**src/rtl/mem_pkg.sv**
```systemverilog
// Shared types and widths for the MEM-stage data-memory access controller.
package mem_pkg;

    localparam int ADDR_W = 32;
    localparam int DATA_W = 32;
    localparam int BE_W   = 4;
    localparam int CNT_W  = 8;

    typedef enum logic [1:0] {
        SZ_BYTE = 2'b00,
        SZ_HALF = 2'b01,
        SZ_WORD = 2'b10
    } mem_size_t;

    typedef enum logic [1:0] {
        IDLE = 2'b00,
        REQ  = 2'b01,
        DONE = 2'b10
    } mau_state_t;

    // Reserved size 2'b11 falls into the word rule.
    function automatic logic is_misaligned(input logic [1:0] size, input logic [1:0] lo);
        logic bad;
        case (mem_size_t'(size))
            SZ_BYTE: bad = 1'b0;
            SZ_HALF: bad = lo[0];
            default: bad = (lo != 2'b00);
        endcase
        return bad;
    endfunction

endpackage

```
**src/rtl/mem_load_align.sv**
```systemverilog
// Combinational load lane select followed by sign or zero extension.
module mem_load_align
    import mem_pkg::*;
(
    input  logic [DATA_W-1:0] rdata,
    input  logic [1:0]        addr,
    input  logic [1:0]        size,
    input  logic              is_signed,
    output logic [DATA_W-1:0] result
);

    logic [7:0]  byte_lane;
    logic [15:0] half_lane;

    always_comb begin
        byte_lane = 8'h00;
        case (addr)
            2'd0: byte_lane = rdata[7:0];
            2'd1: byte_lane = rdata[15:8];
            2'd2: byte_lane = rdata[23:16];
            2'd3: byte_lane = rdata[31:24];
            default: byte_lane = 8'h00;
        endcase
        half_lane = addr[1] ? rdata[31:16] : rdata[15:0];

        result = rdata;
        case (mem_size_t'(size))
            SZ_BYTE: result = {{24{is_signed & byte_lane[7]}}, byte_lane};
            SZ_HALF: result = {{16{is_signed & half_lane[15]}}, half_lane};
            default: result = rdata;
        endcase
    end

endmodule

```
**src/rtl/mem_access_unit.sv**
```systemverilog
// MEM-stage controller: turns EX/MEM control into one handshaked bus access,
// stalls the pipeline until it completes, and aligns load data for MEM/WB.
module mem_access_unit
    import mem_pkg::*;
#(
    parameter int TIMEOUT_CYCLES = 255
) (
    input  logic        clk,
    input  logic        rst_n,
    input  logic        mem_read,
    input  logic        mem_write,
    input  logic [1:0]  mem_size,
    input  logic        mem_signed,
    input  logic [31:0] MEM_out_1,
    input  logic [31:0] MEM_out_2,
    output logic        dmem_req,
    output logic        dmem_we,
    output logic [31:0] dmem_addr,
    output logic [3:0]  dmem_be,
    output logic [31:0] dmem_wdata,
    input  logic        dmem_ready,
    input  logic [31:0] dmem_rdata,
    output logic        mem_stall,
    output logic [31:0] data_mem_output,
    output logic        misalign_err,
    output logic        bus_err,
    output logic [1:0]  fsm_state
);

    localparam logic [CNT_W-1:0] CNT_LAST = CNT_W'(TIMEOUT_CYCLES - 1);

    mau_state_t        state, state_next;
    logic [CNT_W-1:0]  cnt;
    logic              pending, misaligned;
    logic              start_req, flag_misalign, finish_ok, finish_timeout;
    logic [BE_W-1:0]   be_next;
    logic [DATA_W-1:0] wdata_next, load_result;
    logic [1:0]        addr_lo_q, size_q;
    logic              signed_q;

    assign pending    = mem_read | mem_write;
    assign misaligned = is_misaligned(mem_size, MEM_out_1[1:0]);
    assign fsm_state  = state;

    always_ff @(posedge clk or negedge rst_n) begin
        if (!rst_n) state <= IDLE;
        else        state <= state_next;
    end

    always_comb begin
        state_next = state;
        case (state)
            IDLE:    if (pending) state_next = misaligned ? DONE : REQ;
            REQ:     if (dmem_ready || cnt == CNT_LAST) state_next = DONE;
            DONE:    state_next = IDLE;
            default: state_next = IDLE;
        endcase
    end

    always_comb begin
        mem_stall      = pending && (state != DONE);
        start_req      = (state == IDLE) && pending && !misaligned;
        flag_misalign  = (state == IDLE) && pending && misaligned;
        finish_ok      = (state == REQ) && dmem_ready;
        finish_timeout = (state == REQ) && !dmem_ready && (cnt == CNT_LAST);
    end

    // Little-endian lane enables; stores replicate data across every lane.
    always_comb begin
        be_next    = 4'b1111;
        wdata_next = MEM_out_2;
        case (mem_size_t'(mem_size))
            SZ_BYTE: begin
                be_next    = 4'b0001 << MEM_out_1[1:0];
                wdata_next = {4{MEM_out_2[7:0]}};
            end
            SZ_HALF: begin
                be_next    = MEM_out_1[1] ? 4'b1100 : 4'b0011;
                wdata_next = {2{MEM_out_2[15:0]}};
            end
            default: begin
                be_next    = 4'b1111;
                wdata_next = MEM_out_2;
            end
        endcase
    end

    mem_load_align u_load_align (
        .rdata     (dmem_rdata),
        .addr      (addr_lo_q),
        .size      (size_q),
        .is_signed (signed_q),
        .result    (load_result)
    );

    always_ff @(posedge clk or negedge rst_n) begin
        if (!rst_n) begin
            dmem_req        <= 1'b0;
            dmem_we         <= 1'b0;
            dmem_addr       <= '0;
            dmem_be         <= '0;
            dmem_wdata      <= '0;
            addr_lo_q       <= '0;
            size_q          <= '0;
            signed_q        <= 1'b0;
            cnt             <= '0;
            data_mem_output <= '0;
            misalign_err    <= 1'b0;
            bus_err         <= 1'b0;
        end else begin
            if (start_req) begin
                dmem_req   <= 1'b1;
                dmem_we    <= mem_write;
                dmem_addr  <= {MEM_out_1[31:2], 2'b00};
                dmem_be    <= be_next;
                dmem_wdata <= wdata_next;
                addr_lo_q  <= MEM_out_1[1:0];
                size_q     <= mem_size;
                signed_q   <= mem_signed;
                cnt        <= '0;
            end else if (state == REQ) begin
                cnt <= cnt + 1'b1;
            end
            if (finish_ok || finish_timeout) dmem_req <= 1'b0;

            if (finish_ok)
                data_mem_output <= dmem_we ? '0 : load_result;
            else if (finish_timeout || flag_misalign)
                data_mem_output <= '0;

            misalign_err <= flag_misalign;
            bus_err      <= finish_timeout;
        end
    end

endmodule

```
**config.mk**
```make
export PLATFORM = sky130hd
export DESIGN_NAME = mem_access_unit
export DESIGN_NICKNAME = d
export VERILOG_FILES = /design/src/rtl/mem_pkg.sv /design/src/rtl/mem_load_align.sv /design/src/rtl/mem_access_unit.sv
export SDC_FILE = /design/constraint.sdc
export NUM_CORES = 1
export LEC_CHECK = 0
export ABC_AREA = 1
export CORE_MARGIN = 3
export CORE_UTILIZATION = 35
export DETAILED_ROUTE_END_ITERATION = 16
export MAX_ROUTING_LAYER = met4
export PLACE_DENSITY = 0.72
export SLEW_MARGIN = 30
export SYNTH_ARGS = -nofsm -noshare
export SYNTH_HDL_FRONTEND = slang
export SYNTH_SLANG_ARGS = --single-unit
```
**constraint.sdc**
```tcl
create_clock -name clk -period 1.6 [get_ports clk]
set_input_delay 0.32 -clock clk [delete_from_list [all_inputs] [get_ports clk]]
set_output_delay 0.32 -clock clk [all_outputs]
set_load 0.02 [all_outputs]
```
==> results.py, run 1 <==
metrics = {
    "logic_synthesis": {
        "synthMuxAreaShare": 0,
        "yosys.area.top_type_share": 0.515,
        "synth-edff-count": 0,
        "netlist_area_um2": 5680,
        "synth_simple_gate_area_frac": 0.299,
        "synthXorXnorAreaFrac": 0.00308,
        "synth_compound_area_frac": 0.102,
        "synth_ff_type": "dfrtp_1",
        "synth_area_leaders": "dfrtp_1, nand2_1, o21ai_0",
        "synthCells": 721,
        "synth_top_cell_by_area": "dfrtp_1",
        "ys_seq_area_frac": 0.515,
        "ys_top_cells_by_count": "nand2_1, dfrtp_1, o21ai_0, inv_1, nor2_1",
        "yosys_register_bits": 117,
        "post-synth-top-count-cell": "nand2_1",
        "async_flop_share": 1.00,
        "synthDistinctLibCells": 32,
        "synthAdderAreaFrac": 0.00440,
        "synth_top_family_by_area": "simple AND/OR/NAND/NOR gates",
        "ys.warnings.count": 0,
        "avgSynthCellArea_um2": 7.88,
    },
    "detailed_routing": {
        "vias": 5698,
        "dr.pass1.iters": 5,
        "first_iter_violations": 449,
        "postRouteAntennaNets": 0,
        "totalWireLength_mm": 18.1,
        "drc": 0,
        "drt-vias-per-instance": 4.84,
        "wl_per_cell_um": 15.4,
    },
    "worst_setup_path": {
        "end_kind": "register",
        "cp-start-kind": "register",
        "regToRegStartpoint": "cnt[0]$_DFFE_PN0P_",
        "crit_fanout": 7,
        "crit_chain": "inv_1 -> ha_1 -> nand2_1 -> nor2_1 -> nand4_2 -> nand3_1 -> buf_12 -> o21ai_0",
        "crit_family": "simple AND/OR/NAND/NOR gates",
        "cp_data_required_time_ns": 1.89,
        "cp.arrival_ns": 1.82,
        "cp.buffers_inverters": 2,
        "slowest_stage": "dfrtp_1",
        "startpoint": "cnt[0]$_DFFE_PN0P_",
        "worst_path_largest_cell_delay_ns": 0.40,
        "critPathKind": "register to register",
    },
    "floorplanning": {
        "initial_core_util": 0.366,
        "io_pins": 211,
        "die_w_um": 133,
        "die_area_um2": 17800,
        "die_h_um": 133,
        "coreArea_um2": 15500,
        "row_count": 45,
    },
    "status": {
        "outcome": "complete, no violations",
    },
    "clocking": {
        "cts_max_path_buffers": 2,
        "root_buffer": "clkbuf_16",
        "cts_made_buffers": 17,
        "clock_latency_ns": 0.42,
        "tritoncts": "built",
        "clkSlewWorstSetupHoldPaths_ns": 0.06,
        "h-tree-depth": 4,
        "clock-sinks": 117,
    },
    "layout": {
        "fin_util": 0.561,
        "nNetsFinal": 1061,
        "drive_gt1_frac": 0.100,
        "syn2layout_area_growth_pct": 53.3,
        "antenna_cells": 0,
        "final_cells": 1178,
    },
    "pwr": {
        "leakagePower_nw": 4.57,
        "ir_drop_mv": 0.839,
        "power_mw": 16.3,
        "power_density_nw_per_um2": 1880,
    },
    "sta": {
        "period_share": 0.955,
        "hold_violations": 0,
        "fmax_mhz": 654,
        "finClkSkew_ns": 0.00501,
        "setup_violations": 0,
        "hold_slack_ns": 0.293,
        "rsz0062_at_grt": "yes",
        "finalCriticalPeriod_ns": 1.53,
        "maxSlewViolCount": 0,
    },
    "grt": {
        "grt-ovfl-total": 0,
        "grt_pass1_wl_mm": 28.9,
        "grt_pass1_vias": 5553,
        "grt.total_usage": 0.211,
        "antenna_found_initial": 0,
        "grt_max_degree": 45,
    },
    "placement": {
        "dp.cells": 1145,
        "hpwl_mm": 13.2,
        "numPortBuffers": 208,
        "gp_congestion": 0.924,
    },
    "job": {
        "maxCapViolCount": 0,
    },
    "worst_hold_path": {
        "hold_path_class": "input port to asynchronous set/reset pin",
    },
}
-- metrics by stage --
step	cell area, um2	worst slack (ns)	setup TNS (ns)
final	8710	0.0717	0
after global routing	8710	-0.0504	-0.302
after CTS	8670	0.0491	0
after detailed placement	8210	-0.376	-33.59
after global placement	8210	-0.345	-29.58
after floorplan	5690	0.157	0
-- flip-flops by register name (all words and copies together), names as in the netlist --
register	flops
size_q	2
dmem_req	1
data_mem_output	32
dmem_be	4
fsm_state	2
dmem_addr	30
bus_err	1
addr_lo_q	2
dmem_wdata	32
cnt	8
dmem_we	1
signed_q	1
misalign_err	1
-- power breakdown --
part | internal, mW | switching, mW
Sequential | 4.28 | 0.804
Clock | 2.37 | 1.43
Combinational | 2.89 | 4.59
-- layer usage --
metal | wire [um] | up-vias | GRT usage | share of wire
met5 | 0 | - | - | 0
met4 | 337 | 0 | 0.0714 | 0.019
met3 | 1700 | 26 | 0.0668 | 0.094
met2 | 8420 | 259 | 0.320 | 0.47
met1 | 7630 | 2629 | 0.268 | 0.42
li1 | - | 2784 | - | -
-- layout by cell type (no fill, tap or decap), drive strengths merged, types with 2 or more instances in the layout --
| cell | n |
|---|---|
| o21a | 2 |
| nor2 | 42 |
| o21ai | 69 |
| xor2 | 2 |
| nor3 | 2 |
| clkinv | 7 |
| nand4 | 26 |
| dfrtp | 117 |
| inv | 50 |
| nand3 | 36 |
| a21oi | 38 |
| clkdlybuf4s50 | 101 |
| conb | 2 |
| dlygate4sd2 | 104 |
| buf | 45 |
| ha | 2 |
| nand2 | 293 |
| o21bai | 2 |
| clkbuf | 20 |
| bufinv | 2 |
-- layout make-up --
cell class,count,area (um2)
Clock buffer,19,453
Clock inverter,12,128
Fill cell,1470,6830
Inverter,48,185
Multi-Input combinational cell,518,2340
Sequential cell,117,2930
Tap cell,211,264
Timing Repair Buffer,253,2420
-- cell families after synthesis --
| kind of cell | count (synthesis) |
|---|---|
| xor+xnor | 2 |
| other cells | 1 |
| simple gates | 400 |
| buf+inv | 87 |
| compound gates | 112 |
| flops | 117 |
| fa+ha+maj | 2 |
-- final timing paths --
path,to,slack (ns),depth (start not counted)
worst max-delay path,data_mem_output[3]$_DFFE_PN0P_,0.07,8
worst min-delay path,misalign_err$_DFF_PN0_,0.29,2
worst max register to register,data_mem_output[3]$_DFFE_PN0P_,0.07,8
worst min register to register,dmem_addr[23]$_DFFE_PN0P_,0.47,2
max in group asynchronous,dmem_addr[23]$_DFFE_PN0P_,0.75,3
min in group clk,dmem_addr[18]$_DFFE_PN0P_,0.44,3
-- timing repair --
item / 4_1_cts / 5_1_grt
resized for setup: 108 / 8
hold endpoints to repair: 9 / 0
buffers inserted: 0 / 0
cloned: 0 / 1
endpoints found under the setup margin: 105 / 75
hold buffers: 1 / 0
Power figures use the tool's default switching activity.
==> run 2: changes to the inputs <==
Settings changed: CORE_ASPECT_RATIO set to 0.8, PLACE_DENSITY 0.72 to 0.65.
==> run 2 against run 1 <==
  * Via count decreased by 1.6%
  * Setup slack got worse by 0.025 ns
  * Clock-buffer cell count increased by 3
  * Fmax decreased by 1.6%
  * Critical path type is now register to output pin
  * Largest power group unchanged
  * Highest routed layer unchanged
==> results.py, run 2 (same netlist as run 1, synthesis figures left out) <==
metrics = {
    "status": {
        "outcome": "complete, no violations",
    },
    "placement": {
        "place_area_um2": 8190,
        "dp.cells": 1149,
        "numPortBuffers": 208,
        "gp_congestion": 0.946,
        "place_ws_ns": -0.465,
        "hpwl_mm": 13.1,
    },
    "sta": {
        "period_share": 0.971,
        "finalCriticalPeriod_ns": 1.55,
        "setup_violations": 0,
        "maxSlewViolCount": 0,
        "hold_violations": 0,
        "finClkSkew_ns": 0.00875,
        "final.setup.tns_ns": 0,
        "fmax_mhz": 644,
        "fin_ws_ns": 0.0466,
    },
    "clocking": {
        "cts_max_path_buffers": 2,
        "root_buffer": "clkbuf_16",
        "cts_made_buffers": 17,
        "tritoncts": "built",
        "clkSlewWorstSetupHoldPaths_ns": 0.05,
        "h-tree-depth": 4,
        "clock-sinks": 117,
        "clock_latency_ns": 0.41,
    },
    "worst_setup_path": {
        "timing.rr.end": "data_mem_output[16]$_DFFE_PN0P_",
        "end_kind": "output pin",
        "r2r_cells": 8,
        "cp_data_required_time_ns": 1.28,
        "regToRegStartpoint": "cnt[0]$_DFFE_PN0P_",
        "crit_chain": "dlygate4sd2_1",
        "rrSetupSlack_ns": 0.06,
        "crit_family": "flip-flops",
        "slowest_stage": "dfrtp_2",
        "cp.arrival_ns": 1.23,
        "startpoint": "fsm_state[0]$_DFFE_PN0P_",
        "worst_path_largest_cell_delay_ns": 0.46,
        "cp-start-kind": "register",
        "cp.buffers_inverters": 1,
        "critPathKind": "register to output pin",
        "crit_fanout": 4,
    },
    "layout": {
        "reg_top3": "data_mem_output (32), dmem_wdata (32), dmem_addr (30)",
        "syn2layout_area_growth_pct": 57.0,
        "final_common_cell": "nand2_1",
        "n_fill_cell": 1472,
        "drive_gt1_frac": 0.120,
        "antenna_cells": 0,
        "design_area_um2": 8930,
        "final_cell_mix": "nand2_1, dfrtp_1, dlygate4sd2_1",
        "nNetsFinal": 1069,
        "final_cells": 1190,
    },
    "floorplanning": {
        "die_h_um": 120,
        "io_pins": 211,
        "die_area_um2": 17800,
        "row_count": 41,
        "coreArea_um2": 15900,
        "die_w_um": 148,
        "initial_core_util": 0.359,
    },
    "pwr": {
        "ir_drop_mv": 1.02,
        "power_density_nw_per_um2": 1860,
        "leakagePower_nw": 4.65,
        "power_mw": 16.6,
    },
    "grt": {
        "antenna_found_initial": 0,
        "grt-ovfl-total": 0,
        "grt_pass1_vias": 5548,
        "grt_max_degree": 70,
        "grt_pass1_wl_mm": 28.7,
        "grt.total_usage": 0.211,
    },
    "detailed_routing": {
        "drt-vias-per-instance": 4.71,
        "dr.pass1.iters": 5,
        "vias": 5606,
        "first_iter_violations": 301,
        "totalWireLength_mm": 18.7,
        "postRouteAntennaNets": 0,
        "drc": 0,
        "wl_per_cell_um": 15.7,
    },
    "worst_hold_path": {
        "hold_path_class": "input port to asynchronous set/reset pin",
    },
    "job": {
        "maxCapViolCount": 0,
    },
}
## run 2: cell count changes in the layout (fill, tap and decap cells not counted), moves of 3 or more
cell / previous run / this run
buf_4: 33 / 38
inv_1: 40 / 36
clkbuf_16: 18 / 21
inv_2: 5 / 8
inv_6: 3 / 0
## run 2: worst max path at each step
stage / depth (start not counted) / slack, ns / to
3_3_place_gp: 10 / -0.37 / signed_q$_DFFE_PN0P_
5_1_grt: 8 / -0.03 / data_mem_output[19]$_DFFE_PN0P_
6_report: 1 / 0.05 / fsm_state[0]
2_1_floorplan: 10 / 0.16 / data_mem_output[18]$_DFFE_PN0P_
4_1_cts: 10 / 0.005 / data_mem_output[21]$_DFFE_PN0P_
3_5_place_dp: 10 / -0.46 / dmem_req$_DFFE_PN0P_
## run 2: repair_timing
| action | CTS | global route |
|---|---|---|
| endpoints found under the setup margin | 118 | 80 |
| pin swaps | 0 | 4 |
| hold endpoints to repair | 24 | 0 |
| hold buffers | 1 | 0 |
| setup buffers | 0 | 4 |
| resized for setup | 114 | 26 |
| gates cloned | 0 | 5 |
## run 2: worst reg2reg max path, stage by stage (launching register included)
cell and delay (ns):
dfrtp_1 0.38, inv_2 0.06, ha_2 0.18, nand2_2 0.07, nor2_4 0.13, nand4_4 0.23
clkbuf_16 0.25, nand4_1 0.08, nand2_1 0.06
## run 2: through the flow
| step | utilization | hold WS, ns |
|---|---|---|
| floorplan | - | 0.0244 |
| global placement | 0.516 | 0.275 |
| detailed placement | 0.516 | 0.277 |
| CTS | 0.549 | 0.388 |
| global route | 0.563 | 0.407 |
| finish | 0.563 | 0.388 |
## run 2: layout make-up
| class | count | area (um2) | area share |
|---|---|---|---|
| Tap cell | 215 | 269 | 0.0301 |
| Inverter | 48 | 189 | 0.0212 |
| Clock inverter | 9 | 125 | 0.0140 |
| Sequential cell | 117 | 2930 | 0.328 |
| Multi-Input combinational cell | 518 | 2410 | 0.270 |
| Clock buffer | 22 | 484 | 0.0542 |
| Timing Repair Buffer | 261 | 2520 | 0.283 |
## run 2: where the power goes
group          internal, mW  leakage (nW)  switching, mW  total (mW)
Clock                  2.59         0.298           1.31        3.91
Sequential             4.28          1.49          0.795        5.07
Combinational          2.98          2.86           4.69        7.66
## run 2: routing by layer
layer | vias up | track usage | part of all wire | routed length [um]
li1 | 2804 | - | - | -
met1 | 2577 | 0.290 | 0.48 | 8950
met5 | - | - | 0 | 0
met4 | 0 | 0.0710 | 0.018 | 342
met2 | 196 | 0.301 | 0.44 | 8210
met3 | 29 | 0.0578 | 0.064 | 1210
